File: config.mk
export PLATFORM = sky130hd
export DESIGN_NAME = alu_share_arbiter_flat
export DESIGN_NICKNAME = d
export VERILOG_FILES = /design/src/rtl/alu_share_arbiter_if.sv /design/src/rtl/alu_share_arbiter.sv /design/src/flat_wrapper.sv
export SDC_FILE = /design/constraint.sdc
export NUM_CORES = 1
export LEC_CHECK = 0
export CORE_AREA = 2 2 141 143
export CTS_BUF_LIST = sky130_fd_sc_hd__clkbuf_4 sky130_fd_sc_hd__clkbuf_8
export DETAILED_ROUTE_END_ITERATION = 8
export DIE_AREA = 0 0 143 145
export PLACE_DENSITY = 0.76
export SETUP_SLACK_MARGIN = 0.1
export SKIP_CTS_REPAIR_TIMING = 1
export SLEW_MARGIN = 0
export SYNTH_ARGS = -nofsm -noshare
export SYNTH_HDL_FRONTEND = slang
export SYNTH_SLANG_ARGS = --single-unit
File: constraint.sdc
create_clock -name clk -period 1.8 [get_ports clk]
set_clock_uncertainty 0.2 [all_clocks]
set_input_delay 0.36 -clock clk [delete_from_list [all_inputs] [get_ports clk]]
set_output_delay 0.36 -clock clk [all_outputs]
set_load 0.1 [all_outputs]
File: src/rtl/alu_share_arbiter_if.sv
// alu_share_arbiter_if: requester handshakes and ALU connection for the shared-ALU arbiter
interface alu_share_arbiter_if #(
  parameter int CPU_WIDTH     = 32,
  parameter int ALU_OPT_WIDTH = 4
);
  logic                     req0_valid;
  logic                     req0_ready;
  logic [CPU_WIDTH-1:0]     req0_in1;
  logic [CPU_WIDTH-1:0]     req0_in2;
  logic [ALU_OPT_WIDTH-1:0] req0_opt;
  logic                     resp0_valid;
  logic                     resp0_ready;
  logic [CPU_WIDTH-1:0]     resp0_res;
  logic                     req1_valid;
  logic                     req1_ready;
  logic [CPU_WIDTH-1:0]     req1_in1;
  logic [CPU_WIDTH-1:0]     req1_in2;
  logic [ALU_OPT_WIDTH-1:0] req1_opt;
  logic                     resp1_valid;
  logic                     resp1_ready;
  logic [CPU_WIDTH-1:0]     resp1_res;
  logic [CPU_WIDTH-1:0]     alu_in1;
  logic [CPU_WIDTH-1:0]     alu_in2;
  logic [ALU_OPT_WIDTH-1:0] alu_opt_code;
  logic [CPU_WIDTH-1:0]     alu_res;
  logic                     busy;
  modport master (
    output req0_valid, req0_in1, req0_in2, req0_opt, resp0_ready,
    output req1_valid, req1_in1, req1_in2, req1_opt, resp1_ready, alu_res,
    input  req0_ready, resp0_valid, resp0_res, req1_ready, resp1_valid, resp1_res,
    input  alu_in1, alu_in2, alu_opt_code, busy
  );
  modport slave (
    input  req0_valid, req0_in1, req0_in2, req0_opt, resp0_ready,
    input  req1_valid, req1_in1, req1_in2, req1_opt, resp1_ready, alu_res,
    output req0_ready, resp0_valid, resp0_res, req1_ready, resp1_valid, resp1_res,
    output alu_in1, alu_in2, alu_opt_code, busy
  );
endinterface

File: src/rtl/alu_share_arbiter.sv
// alu_share_arbiter: round-robin sharing of one combinational ALU between two requesters
module alu_share_arbiter #(
  parameter int CPU_WIDTH     = 32,
  parameter int ALU_OPT_WIDTH = 4
) (
  input logic                clk,
  input logic                rst,
  alu_share_arbiter_if.slave bus
);
  typedef enum logic [1:0] {IDLE, EXEC, RESP} state_t;
  state_t                   state;
  logic                     prio;
  logic                     grant;
  logic [CPU_WIDTH-1:0]     in1_q;
  logic [CPU_WIDTH-1:0]     in2_q;
  logic [CPU_WIDTH-1:0]     res_q;
  logic [ALU_OPT_WIDTH-1:0] opt_q;
  logic                     take0;
  logic                     take1;
  logic                     done;
  // prio names the requester that wins a tie; a lone requester always wins
  always_comb begin
    take0 = state == IDLE && bus.req0_valid && (!bus.req1_valid || !prio);
    take1 = state == IDLE && bus.req1_valid && (!bus.req0_valid || prio);
    done  = state == RESP && (grant ? bus.resp1_ready : bus.resp0_ready);
  end
  assign bus.req0_ready   = take0;
  assign bus.req1_ready   = take1;
  assign bus.resp0_valid  = state == RESP && !grant;
  assign bus.resp1_valid  = state == RESP && grant;
  assign bus.resp0_res    = bus.resp0_valid ? res_q : '0;
  assign bus.resp1_res    = bus.resp1_valid ? res_q : '0;
  assign bus.busy         = state != IDLE;
  assign bus.alu_in1      = in1_q;
  assign bus.alu_in2      = in2_q;
  assign bus.alu_opt_code = opt_q;
  always_ff @(posedge clk) begin
    if (rst) begin
      state <= IDLE;
      prio  <= 1'b0;
      grant <= 1'b0;
      in1_q <= '0;
      in2_q <= '0;
      opt_q <= '0;
      res_q <= '0;
    end else begin
      case (state)
        IDLE: if (take0 || take1) begin
          grant <= take1;
          in1_q <= take1 ? bus.req1_in1 : bus.req0_in1;
          in2_q <= take1 ? bus.req1_in2 : bus.req0_in2;
          opt_q <= take1 ? bus.req1_opt : bus.req0_opt;
          state <= EXEC;
        end
        EXEC: begin
          res_q <= bus.alu_res;
          state <= RESP;
        end
        RESP: if (done) begin
          prio  <= !grant;
          state <= IDLE;
        end
        default: state <= IDLE;
      endcase
    end
  end
endmodule

File: src/flat_wrapper.sv
// flat-port wrapper written by rule: the top's interface ports become plain ports
module alu_share_arbiter_flat 
#(
  parameter int CPU_WIDTH     = 32,
  parameter int ALU_OPT_WIDTH = 4
)
  (clk, rst, bus_req0_valid, bus_req0_in1, bus_req0_in2, bus_req0_opt, bus_resp0_ready, bus_req1_valid, bus_req1_in1, bus_req1_in2, bus_req1_opt, bus_resp1_ready, bus_alu_res, bus_req0_ready, bus_resp0_valid, bus_resp0_res, bus_req1_ready, bus_resp1_valid, bus_resp1_res, bus_alu_in1, bus_alu_in2, bus_alu_opt_code, bus_busy);
  alu_share_arbiter_if #(.CPU_WIDTH(CPU_WIDTH), .ALU_OPT_WIDTH(ALU_OPT_WIDTH)) bus_i ();
  input logic clk;
  input logic rst;
  input wire logic [$bits(bus_i.req0_valid)-1:0] bus_req0_valid;
  input wire logic [$bits(bus_i.req0_in1)-1:0] bus_req0_in1;
  input wire logic [$bits(bus_i.req0_in2)-1:0] bus_req0_in2;
  input wire logic [$bits(bus_i.req0_opt)-1:0] bus_req0_opt;
  input wire logic [$bits(bus_i.resp0_ready)-1:0] bus_resp0_ready;
  input wire logic [$bits(bus_i.req1_valid)-1:0] bus_req1_valid;
  input wire logic [$bits(bus_i.req1_in1)-1:0] bus_req1_in1;
  input wire logic [$bits(bus_i.req1_in2)-1:0] bus_req1_in2;
  input wire logic [$bits(bus_i.req1_opt)-1:0] bus_req1_opt;
  input wire logic [$bits(bus_i.resp1_ready)-1:0] bus_resp1_ready;
  input wire logic [$bits(bus_i.alu_res)-1:0] bus_alu_res;
  output wire logic [$bits(bus_i.req0_ready)-1:0] bus_req0_ready;
  output wire logic [$bits(bus_i.resp0_valid)-1:0] bus_resp0_valid;
  output wire logic [$bits(bus_i.resp0_res)-1:0] bus_resp0_res;
  output wire logic [$bits(bus_i.req1_ready)-1:0] bus_req1_ready;
  output wire logic [$bits(bus_i.resp1_valid)-1:0] bus_resp1_valid;
  output wire logic [$bits(bus_i.resp1_res)-1:0] bus_resp1_res;
  output wire logic [$bits(bus_i.alu_in1)-1:0] bus_alu_in1;
  output wire logic [$bits(bus_i.alu_in2)-1:0] bus_alu_in2;
  output wire logic [$bits(bus_i.alu_opt_code)-1:0] bus_alu_opt_code;
  output wire logic [$bits(bus_i.busy)-1:0] bus_busy;
  assign bus_i.req0_valid = bus_req0_valid;
  assign bus_i.req0_in1 = bus_req0_in1;
  assign bus_i.req0_in2 = bus_req0_in2;
  assign bus_i.req0_opt = bus_req0_opt;
  assign bus_i.resp0_ready = bus_resp0_ready;
  assign bus_i.req1_valid = bus_req1_valid;
  assign bus_i.req1_in1 = bus_req1_in1;
  assign bus_i.req1_in2 = bus_req1_in2;
  assign bus_i.req1_opt = bus_req1_opt;
  assign bus_i.resp1_ready = bus_resp1_ready;
  assign bus_i.alu_res = bus_alu_res;
  assign bus_req0_ready = bus_i.req0_ready;
  assign bus_resp0_valid = bus_i.resp0_valid;
  assign bus_resp0_res = bus_i.resp0_res;
  assign bus_req1_ready = bus_i.req1_ready;
  assign bus_resp1_valid = bus_i.resp1_valid;
  assign bus_resp1_res = bus_i.resp1_res;
  assign bus_alu_in1 = bus_i.alu_in1;
  assign bus_alu_in2 = bus_i.alu_in2;
  assign bus_alu_opt_code = bus_i.alu_opt_code;
  assign bus_busy = bus_i.busy;
  alu_share_arbiter #(.CPU_WIDTH(CPU_WIDTH), .ALU_OPT_WIDTH(ALU_OPT_WIDTH)) u_core (.clk(clk), .rst(rst), .bus(bus_i));
endmodule
**After elaboration in Yosys (flattened, before gate mapping)**

Index checks and enable logic that the tools add are counted.
W data, S select, Z words.

- Flip-flop bits (word level): 104
- Input port bits: 174
- Word-level logic and storage cells: 39

- Equal/unequal tests: 4
- Multiplexer cells: 9
- Reductions and logical operators: 19

Operator list:

| kind | count |
|---|---|
| $mux W32 | 4 |
| $logic_and A1 B1 Y1 | 7 |
| $pmux W2 S3 | 1 |
| $reduce_and A2 Y1 | 3 |
| $logic_not A1 Y1 | 4 |
| $mux W2 | 2 |
| $mux W4 | 1 |
| $logic_or A1 B1 Y1 | 3 |
| $eq A2 B1 Y1 const B | 1 |
| $eq A2 B2 Y1 const B | 1 |
| $logic_not A2 Y1 | 1 |
| $ne A2 B1 Y1 const B | 1 |
| $ne A2 B2 Y1 const B | 1 |
| $reduce_bool A2 Y1 | 1 |
| $mux W1 | 1 |

**Longest topological paths before layout**

Gate-level depths: netlist (run 1).

- Word-level depth: 6
- Mapped depth: 8
- Depth with buffers taken out: 4

**Worst setup path after synthesis (run 1)**

Ideal clock, no wire load.

- Kind: register -> output
- Start: reg u_core.state[1]
- End: out bus_resp1_res[22]
- Arrival time: 2.577 ns
- Data required time: 1.240 ns
- Setup slack: -1.337 ns
- Stages on the path, launching flop included: 5
- Path through: dfxtp_1 buf_2 and3b_1 clkbuf_1 and2_1

- Cells in the longest elaborated chain, start to end: 3

Ends and longest elaborated chain:

| what | RTL line | text |
|---|---|---|
| start: declaration | alu_share_arbiter.sv:11 | `state_t state;` |
| start signal: assignment | alu_share_arbiter.sv:39 | `state <= IDLE;` |
| start signal: assignment | alu_share_arbiter.sv:53 | `state <= EXEC;` |
| start signal: assignment | alu_share_arbiter.sv:57 | `state <= RESP;` |
| $eq A2 B2 Y1 | alu_share_arbiter.sv:30 | `assign bus.resp1_valid = state == RESP && grant;` |
| $logic_and A1 B1 Y1 | alu_share_arbiter.sv:30 |  |
| net bus_resp1_valid | flat_wrapper.sv:26 | `output wire logic [$bits(bus_i.resp1_valid)-1:0] bus_resp1_valid;` |
| $mux W32 | alu_share_arbiter.sv:32 | `assign bus.resp1_res = bus.resp1_valid ? res_q : '0;` |
| end: declaration | flat_wrapper.sv:27 | `output wire logic [$bits(bus_i.resp1_res)-1:0] bus_resp1_res;` |

The timed path passes the listed nets, and every way through them passes these cells.

**Final worst setup path (run 1)**

- Start: reg u_core.state[0]
- End: out bus_resp1_res[15]

- Cells in the longest elaborated chain, start to end: 3

Ends and longest elaborated chain:

| what | RTL line |
|---|---|
| $eq A2 B2 Y1 | alu_share_arbiter.sv:30 |
| $logic_and A1 B1 Y1 | alu_share_arbiter.sv:30 |
| $mux W32 | alu_share_arbiter.sv:32 |

Every way passes these cells.

==> impl_metrics.tcl, run 1 <==
set metrics [dict create \
    die-area_mm2 0.0207 \
    fin_crit_ns 2.16 \
    cp.arrival_ns 1.60 \
    setup_violations 70 \
    worst_pin_slew_ns 0.498 \
    pin_count 311 \
    drt_pass1_iterations 5 \
    clockRootBuffer "clkbuf_8" \
    ff2ff_path_depth 6 \
    io_buffers 310 \
    first_global_vias 6475 \
    synth_cell_types 30 \
    cts_num_sinks 104 \
    leakage_nw 4.07 \
    grt_overflow 0 \
    clk_pin_slew_ns 0.12 \
    setup_ws_ns -0.359 \
    core_mm2 0.0192 \
    power_w 0.00899 \
    drv_cap 0 \
    clockBufferDepth 2 \
    vias 6605 \
    clock_latency_ns 0.38 \
    syn_to_final_growth_pct 106 \
    final_cells 1200 \
    ys_ff_latch 104 \
    holdCritPathClass "in2reg" \
    synth_edf_count 0 \
    ys.flop_type "dfxtp_1" \
    drt_iter0_markers 395 \
    violations "setup timing" \
    totalWireLength_mm 24.9 \
    hpwl_mm 16.0 \
    finalHoldViolations 0 \
    powerDensity_mw_per_mm2 770 \
    nets 1104 \
    cts_tree "built" \
    fmax_mhz 463 \
    htree_levels 3 \
    async_reset_ff_share_pct 0 \
    crit_fanout 16 \
    grt_max_degree 55 \
    whs_ns 0.0926 \
    syn_nets 830 \
    drive_above_1_share_pct 41.2 \
    drc 0 \
    syn-cell-area_mm2 0.00567 \
    gp_congestion 0.828 \
    detail_route.vias_per_cell 5.50 \
    fin_util_pct 60.8 \
    grt_pass1_wl_mm 34.8 \
    cp-end-kind "output pin" \
    rsz0062_at_grt "yes" \
    min_period_over_period_pct 120 \
    seq_area_frac_synth_pct 36.7 \
    wl_per_cell_um 20.7 \
    ir_worst_vdd_uv 620 \
    status "complete, but fails checks" \
    diodes 0 \
    cp-start-kind "flip-flop" \
    synth_cells 656 \
    initial_core_util_pct 29.5 \
    final_max_slew_viol_count 0 \
    worstSetupPathType "reg2out" \
    grt_usage_pct 20.9 \
    dp_slack_ns -0.575 \
    place_inst 1172 \
    die_y_um 145 \
    cts_buffers 9 \
    worstPathRequired_ns 1.24 \
    yosys_warnings 0 \
    max_slew_margin_pct 66.7 \
    hold_depth 2 \
    num-fill-cells 1466 \
    chipWidth_um 143 \
    ant_nets 0 \
    synth_area_per_cell_um2 8.64 \
    antenna_found_initial 1 \
    rows 51 \
]
cells by family (layout without fill, tap and decap cells):
family / Yosys count / after routing / share of synthesized area, %
AO/OA/AOI/OAI: 173 / 173 / 19.9
flip-flops: 104 / 104 / 36.7
AND/OR/NAND/NOR: 281 / 281 / 34.8
multiplexers: 1 / 1 / 0.177
buffers and inverters: 97 / 376 / 8.43
cells in the final DEF, fill, tap and decap left out, types with 3 or more instances in the layout:
cell / count
buf_12: 154
dfxtp_1: 100
nor4_2: 4
a2111oi_1: 20
clkbuf_8: 10
nor4b_4: 7
clkdlybuf4s50_1: 170
nor4b_1: 13
nand2_1: 66
buf_6: 6
a2111oi_0: 4
buf_4: 20
clkinvlp_4: 3
and2_4: 63
nor4b_2: 48
clkbuf_16: 5
dfxtp_4: 3
nor4_1: 64
a2111oi_2: 43
a21oi_1: 102
Yosys cell counts, types with 2 or more instances:
master,instances,area share [%]
dfxtp_1,104,37
a21oi_1,103,9.1
a2111oi_0,68,11
nor4_1,68,7.5
nand2_1,66,4.4
and2_1,64,7.1
clkbuf_1,63,4.2
nor4b_1,38,5.9
nor4b_2,30,7.9
buf_2,14,1.2
buf_4,6,0.79
clkbuf_2,5,0.44
buf_12,3,1.1
and3b_1,2,0.31
buf_1,2,0.13
inv_2,2,0.13
nand2b_1,2,0.22
nand3b_1,2,0.26
nor2_1,2,0.13
nor2b_1,2,0.22
where the power goes:
group / switching, W / internal, W / leakage [nW]
logic: 0.00284 / 0.00184 / 3.13
clock network: 0.000896 / 0.000565 / 0.0856
registers: 0.000283 / 0.00256 / 0.863
stage by stage:
stage	cell area, um^2	setup TNS, ns
CTS	10800	-30.05
detailed placement	10700	-32.35
global placement	10700	-27.29
finish	11700	-22.67
floorplan	5950	-2.91
global route	11700	-27.33
layout make-up:
cell class	instances	area [um^2]	area share, %
Clock buffer	11	145	1.24
Clock inverter	5	40.0	0.343
Inverter	2	12.5	0.107
Multi-Input combinational cell	455	3860	33.1
Sequential cell	104	2090	17.9
Tap cell	265	332	2.84
Timing Repair Buffer	358	5180	44.4
state kept, by name, indices dropped and copies added, names as in the netlist:
signal / flops
u_core.bus.alu_in1: 32
u_core.bus.alu_in2: 32
u_core.bus.alu_opt_code: 4
u_core.grant: 1
u_core.prio: 1
u_core.res_q: 32
u_core.state: 2
worst max-delay path, stage by stage (launching register included):
cell	delay [ns]
dfxtp_4	0.40
and3b_2	0.31
clkbuf_16	0.19
and2_4	0.16
buf_12	0.16
worst paths after layout:
kind	startpoint	endpoint	slack, ns
max reg2reg	u_core.state[1]$_SDFFE_PP0P_	u_core.bus.alu_in1[25]$_SDFFE_PP0P_	-0.02
max	u_core.state[0]$_SDFFE_PP0P_	bus_resp1_res[15]	-0.36
min	rst	u_core.bus.alu_opt_code[0]$_SDFFE_PP0P_	0.09
min reg2reg	u_core.res_q[23]$_SDFFE_PP0N_	u_core.res_q[23]$_SDFFE_PP0N_	0.28
routing by layer:
layer	GRT usage (%)	vias to the layer above	share of wire [%]
met1	24.9	3156	39
met5	0	-	0.040
met2	35.0	335	50
li1	-	3049	-
met4	8.61	2	3.2
met3	5.81	63	7.8
Power figures use the tool's default switching activity.
==> inputs of run 2 (changes only) <==
--- a/config.mk
+++ b/config.mk
@@ -5,10 +5,11 @@
 export SDC_FILE = /design/constraint.sdc
 export NUM_CORES = 1
 export LEC_CHECK = 0
-export CORE_AREA = 2 2 141 143
+export ABC_CLOCK_PERIOD_IN_PS = 1800
+export CORE_AREA = 2 2 181 112
 export CTS_BUF_LIST = sky130_fd_sc_hd__clkbuf_4 sky130_fd_sc_hd__clkbuf_8
 export DETAILED_ROUTE_END_ITERATION = 8
-export DIE_AREA = 0 0 143 145
+export DIE_AREA = 0 0 183 114
 export PLACE_DENSITY = 0.76
 export SETUP_SLACK_MARGIN = 0.1
 export SKIP_CTS_REPAIR_TIMING = 1
==> run 2 against run 1 <==
  * The run still ends with setup timing left
  * First-iteration DRC count grew 29%
  * Global-route usage grew 0.20 points
  * Die area grew 0.61%
  * Cell area grew 1.7%
  * Final cell count is essentially flat
  * Utilization grew 0.33 points
  * Total power grew 2.2%
  * Wire length grew 6.2%
  * Flip-flop and latch count is the same
  * Combinational power grew 4%
  * Critical path depth grew 1
  * Sequential share of layout area shrank 0.27 points
  * Critical path type unchanged
  * Critical endpoint is now bus_resp0_res[7]
==> impl_metrics.tcl, run 2 (synthesized netlist as in run 1, its figures left out) <==
set metrics [dict create \
    pin_count 311 \
    setup_ws_ns -0.385 \
    p_sw_share_pct 44.5 \
    gp_congestion 0.784 \
    ant_nets 0 \
    clock_latency_ns 0.37 \
    fmax_mhz 458 \
    comb_power_share_pct 52.8 \
    crit_fanout 17 \
    top_layer "met4" \
    drv_cap 0 \
    cp-start-kind "flip-flop" \
    htree_levels 3 \
    cts_buffers 9 \
    leakage_nw 4.20 \
    final_cells 1199 \
    num-fill-cells 1519 \
    finalHoldViolations 0 \
    hpwl_mm 16.0 \
    fin_util_pct 61.1 \
    initial_core_util_pct 29.2 \
    setup_violations 70 \
    grt_overflow 0 \
    powerDensity_mw_per_mm2 775 \
    drc 0 \
    met1_length_mm 11.3 \
    rows 40 \
    syn_to_final_growth_pct 109 \
    io_buffers 310 \
    clk_pin_slew_ns 0.10 \
    pwr-share-seq_pct 31.1 \
    fin_crit_ns 2.19 \
    rsz0062_at_grt "yes" \
    nets 1115 \
    drive_above_1_share_pct 41.0 \
    tns_ns -24.85 \
    grt_usage_pct 21.1 \
    mostFrequentLayoutCell "clkdlybuf4s50_1" \
    ir_worst_vdd_uv 570 \
    intPower_w 0.00510 \
    worstPathRequired_ns 1.24 \
    grt_pass1_wl_mm 34.9 \
    holdCritPathClass "in2reg" \
    antenna_found_initial 1 \
    whs_ns 0.0842 \
    dr_wl_met3_mm 2.14 \
    pwr-share-clk_pct 16.1 \
    violations "setup timing" \
    cts_num_sinks 104 \
    vias 6639 \
    clockBufferDepth 2 \
    die_y_um 114 \
    cp-end-kind "output pin" \
    worstSetupPathType "reg2out" \
    detail_route.vias_per_cell 5.54 \
    core_mm2 0.0194 \
    worst_pin_slew_ns 0.455 \
    place_inst 1158 \
    max_slew_margin_pct 68.9 \
    clockRootBuffer "clkbuf_8" \
    totalWireLength_mm 26.4 \
    power.switching_w 0.00409 \
    drt_pass1_iterations 6 \
    chipWidth_um 183 \
    drt_iter0_markers 510 \
    grt_max_degree 67 \
    min_period_over_period_pct 121 \
    cts_tree "built" \
    first_global_vias 6164 \
    route.met2.wl_mm 12.5 \
    final_cell_mix "170 x clkdlybuf4s50_1, 155 x buf_12, 100 x dfxtp_1" \
    die-area_mm2 0.0209 \
    cp.arrival_ns 1.63 \
    wl_per_cell_um 22.0 \
    status "complete, but fails checks" \
    final_max_slew_viol_count 0 \
]
-- run 2: changes by cell type in the layout (fill, tap and decap cells not counted), moves of 3 or more --
cell	change
buf_6	-3
a21oi_2	+10
nor4_2	+3
nor4b_1	+4
clkbuf_16	+5
a2111oi_2	-19
buf_16	+3
a21oi_1	-10
nor4_1	-3
a2111oi_0	+17
a2111oi_4	+3
-- run 2: metal layers --
metal  GRT usage, %  vias up
li1               -     3068
met1           28.0     3229
met2           34.1      309
met3           6.03       33
met4           4.59        0
met5              0        -
-- run 2: critical path, stage by stage, from the launching register on --
cell     delay [ns]
dfxtp_4        0.38
nor3b_4        0.21
buf_4          0.15
buf_12         0.15
and2_4         0.17
buf_12         0.17
-- run 2: final cells by class --
class | count | area (um^2) | share of cell area [%]
repair buffers | 369 | 5430 | 45.8
multi-input cells | 455 | 3810 | 32.2
flip-flops and latches | 104 | 2100 | 17.7
well taps | 252 | 315 | 2.66
clock buffers | 11 | 145 | 1.22
clock inverters | 5 | 38.8 | 0.327
inverters | 2 | 15.0 | 0.127
diodes | 1 | 2.50 | 0.0211
-- run 2: worst paths after layout --
kind	from	endpoint	cells past startpoint	slack [ns]
hold reg to reg	u_core.res_q[13]$_SDFFE_PP0N_	u_core.res_q[13]$_SDFFE_PP0N_	2	0.28
hold / removal	rst	u_core.bus.alu_in1[0]$_SDFFE_PP0P_	2	0.08
setup / recovery	u_core.grant$_SDFFE_PP0P_	bus_resp0_res[7]	5	-0.39
setup reg to reg	u_core.state[0]$_SDFFE_PP0P_	u_core.bus.alu_in2[13]$_SDFFE_PP0P_	8	-0.01
-- run 2: power groups by stage --
stage	Clock, W	Sequential, W	Combinational (W)
after floorplan	0	0.00417	0.00118
after global placement	0	0.00289	0.00421
after detailed placement	0	0.00290	0.00423
after CTS	0.00155	0.00285	0.00424
after global routing	0.00164	0.00289	0.00501
final	0.00148	0.00286	0.00485
-- run 2: per-stage QoR --
step	power [W]	setup slack, ns	cell area [um^2]
2_1_floorplan	0.00535	-0.111	5950
3_3_place_gp	0.00709	-0.444	10700
3_5_place_dp	0.00713	-0.474	10700
4_1_cts	0.00864	-0.467	10900
5_1_grt	0.00955	-0.468	11900
6_report	0.00919	-0.385	11900
==> inputs of run 3 (changes only) <==
--- a/config.mk
+++ b/config.mk
@@ -6,11 +6,11 @@
 export NUM_CORES = 1
 export LEC_CHECK = 0
 export ABC_CLOCK_PERIOD_IN_PS = 1800
-export CORE_AREA = 2 2 181 112
+export CORE_AREA = 8 8 187 118
 export CTS_BUF_LIST = sky130_fd_sc_hd__clkbuf_4 sky130_fd_sc_hd__clkbuf_8
 export DETAILED_ROUTE_END_ITERATION = 8
-export DIE_AREA = 0 0 183 114
-export PLACE_DENSITY = 0.76
+export DIE_AREA = 0 0 195 126
+export PLACE_DENSITY = 0.74
 export SETUP_SLACK_MARGIN = 0.1
 export SKIP_CTS_REPAIR_TIMING = 1
 export SLEW_MARGIN = 0
==> run 3 against run 2 <==
  * Non-clock buffer count up 42
  * Via count up 6.5%
  * The flow still finishes with violations (setup timing)
  * Cell area up 16%
  * Critical path depth unchanged
  * Total power up 14%
  * Wire length up 24%
  * Count of clock-buffer cells in the layout unchanged
  * Register-to-register slack worse by 0.12 ns
==> impl_metrics.tcl, run 3 (synthesized netlist as in run 1, its figures left out) <==
set metrics [dict create \
    status "complete, but fails checks" \
    violations "setup timing" \
    min_period_over_period_pct 124 \
    tns_ns -26.07 \
    dp_slack_ns -0.485 \
    r2r-start "u_core.state[1]$_SDFFE_PP0P_" \
    clock_latency_ns 0.38 \
    grt_usage_pct 19.7 \
    worst_pin_slew_ns 0.623 \
    gp_congestion 0.830 \
    fmax_mhz 449 \
    holdPathEnd "u_core.bus.alu_opt_code[2]$_SDFFE_PP0P_" \
    leakage_nw 4.88 \
    clockBufferDepth 2 \
    initial_core_util_pct 29.2 \
    worstSetupPathType "reg2out" \
    pwr-share-clk_pct 16.0 \
    first_global_vias 6414 \
    intPower_w 0.00579 \
    hold_depth 3 \
    cp-start-kind "flip-flop" \
    grt_overflow 0 \
    chipWidth_um 195 \
    htree_levels 3 \
    final_cells 1243 \
    crit_fanout 8 \
    worstPathRequired_ns 1.24 \
    antenna_found_initial 3 \
    rows 40 \
    cts_tree "built" \
    drt_iter0_markers 408 \
    comb_power_share_pct 56.6 \
    placed_cell_area_mm2 0.0108 \
    p_sw_share_pct 44.7 \
    vias 7071 \
    pwr-share-seq_pct 27.4 \
    drv_cap 0 \
    drc 0 \
    pin_count 311 \
    fin_crit_ns 2.23 \
    die_y_um 126 \
    cts_buffers 9 \
    core_mm2 0.0194 \
    syn_to_final_growth_pct 144 \
    ant_nets 0 \
    holdCritPathClass "in2reg" \
    hp-start "rst" \
    place_inst 1170 \
    ir_worst_vdd_uv 461 \
    setup_ws_ns -0.430 \
    nets 1157 \
    drt_pass1_iterations 5 \
    r2r_setup_slack_ns -0.13 \
    die-area_mm2 0.0246 \
    max_slew_margin_pct 58.5 \
    clk_pin_slew_ns 0.11 \
    design_area_mm2 0.0138 \
    rsz0062_at_grt "yes" \
    grt_max_degree 64 \
    finalHoldViolations 0 \
    cp.arrival_ns 1.67 \
    final_max_slew_viol_count 0 \
    setup_violations 102 \
    final_cell_mix "170 x clkdlybuf4s50_1, 165 x buf_12, 100 x dfxtp_1" \
    clockRootBuffer "clkbuf_8" \
    io_buffers 310 \
    cts_num_sinks 104 \
    ff2ff_path_depth 8 \
    cp-end-kind "output pin" \
    r2r-end "u_core.bus.alu_in2[21]$_SDFFE_PP0P_" \
    detail_route.vias_per_cell 5.69 \
    mostFrequentLayoutCell "clkdlybuf4s50_1" \
    powerDensity_mw_per_mm2 759 \
    power.switching_w 0.00469 \
    wl_per_cell_um 26.3 \
    hpwl_mm 18.7 \
    grt_pass1_wl_mm 39.0 \
    power_w 0.0105 \
    totalWireLength_mm 32.7 \
    drive_above_1_share_pct 50.3 \
]
==> run 3: changes by cell type in the layout (fill, tap and decap cells not counted), moves of 6 or more <==
cell / change
buf_4: +7
nor4b_2: -38
nor4_2: +14
a2111oi_4: +33
nor4_1: -14
buf_12: +10
a2111oi_1: -16
clkbuf_16: +6
nor4b_4: +54
buf_6: +16
nor4b_1: -16
a2111oi_0: -18
==> run 3: layout make-up <==
class                           count  area [um^2]
Timing Repair Buffer              411         6050
Fill cell                        1239         5610
Multi-Input combinational cell    455         5110
Sequential cell                   104         2090
Tap cell                          252          315
Clock buffer                       11          151
Clock inverter                      5         61.3
Inverter                            2         20.0
Antenna cell                        3         7.51
==> run 3: worst max-delay path by stage <==
stage,from,endpoint,depth (start not counted)
3_3_place_gp,bus_req0_valid,u_core.bus.alu_in2[22]$_SDFFE_PP0P_,6
4_1_cts,u_core.state[1]$_SDFFE_PP0P_,bus_req1_ready,5
2_1_floorplan,u_core.state[1]$_SDFFE_PP0P_,bus_req0_ready,3
3_5_place_dp,bus_req0_valid,u_core.bus.alu_in2[31]$_SDFFE_PP0P_,6
6_report,u_core.state[0]$_SDFFE_PP0P_,bus_resp0_res[27],5
5_1_grt,u_core.state[0]$_SDFFE_PP0P_,bus_resp0_res[27],5
==> run 3: power by group through the flow <==
stage | Clock, W | Combinational, W | Sequential (W)
2_1_floorplan | 0 | 0.00118 | 0.00417
3_3_place_gp | 0 | 0.00427 | 0.00288
3_5_place_dp | 0 | 0.00431 | 0.00289
4_1_cts | 0.00171 | 0.00432 | 0.00284
5_1_grt | 0.00179 | 0.00610 | 0.00290
6_report | 0.00168 | 0.00593 | 0.00287
==> run 3: per-layer routing <==
metal  track usage (%)  wire (um)
met4              6.48        869
met5                 0          0
met2              30.7      15400
met3              7.55       2590
met1              24.8      13800
==> run 3: worst max-delay path, cell delays in order (launching register included) <==
cell	delay, ns
dfxtp_4	0.39
nor3b_4	0.25
buf_6	0.16
clkbuf_16	0.16
and2_4	0.16
buf_12	0.17
==> run 3: stage by stage <==
step           util, %  hold WS, ns
2_1_floorplan        -        0.245
3_3_place_gp      55.6        0.253
3_5_place_dp      55.6        0.261
4_1_cts           56.7        0.183
5_1_grt           71.1        0.226
6_report          71.1        0.229
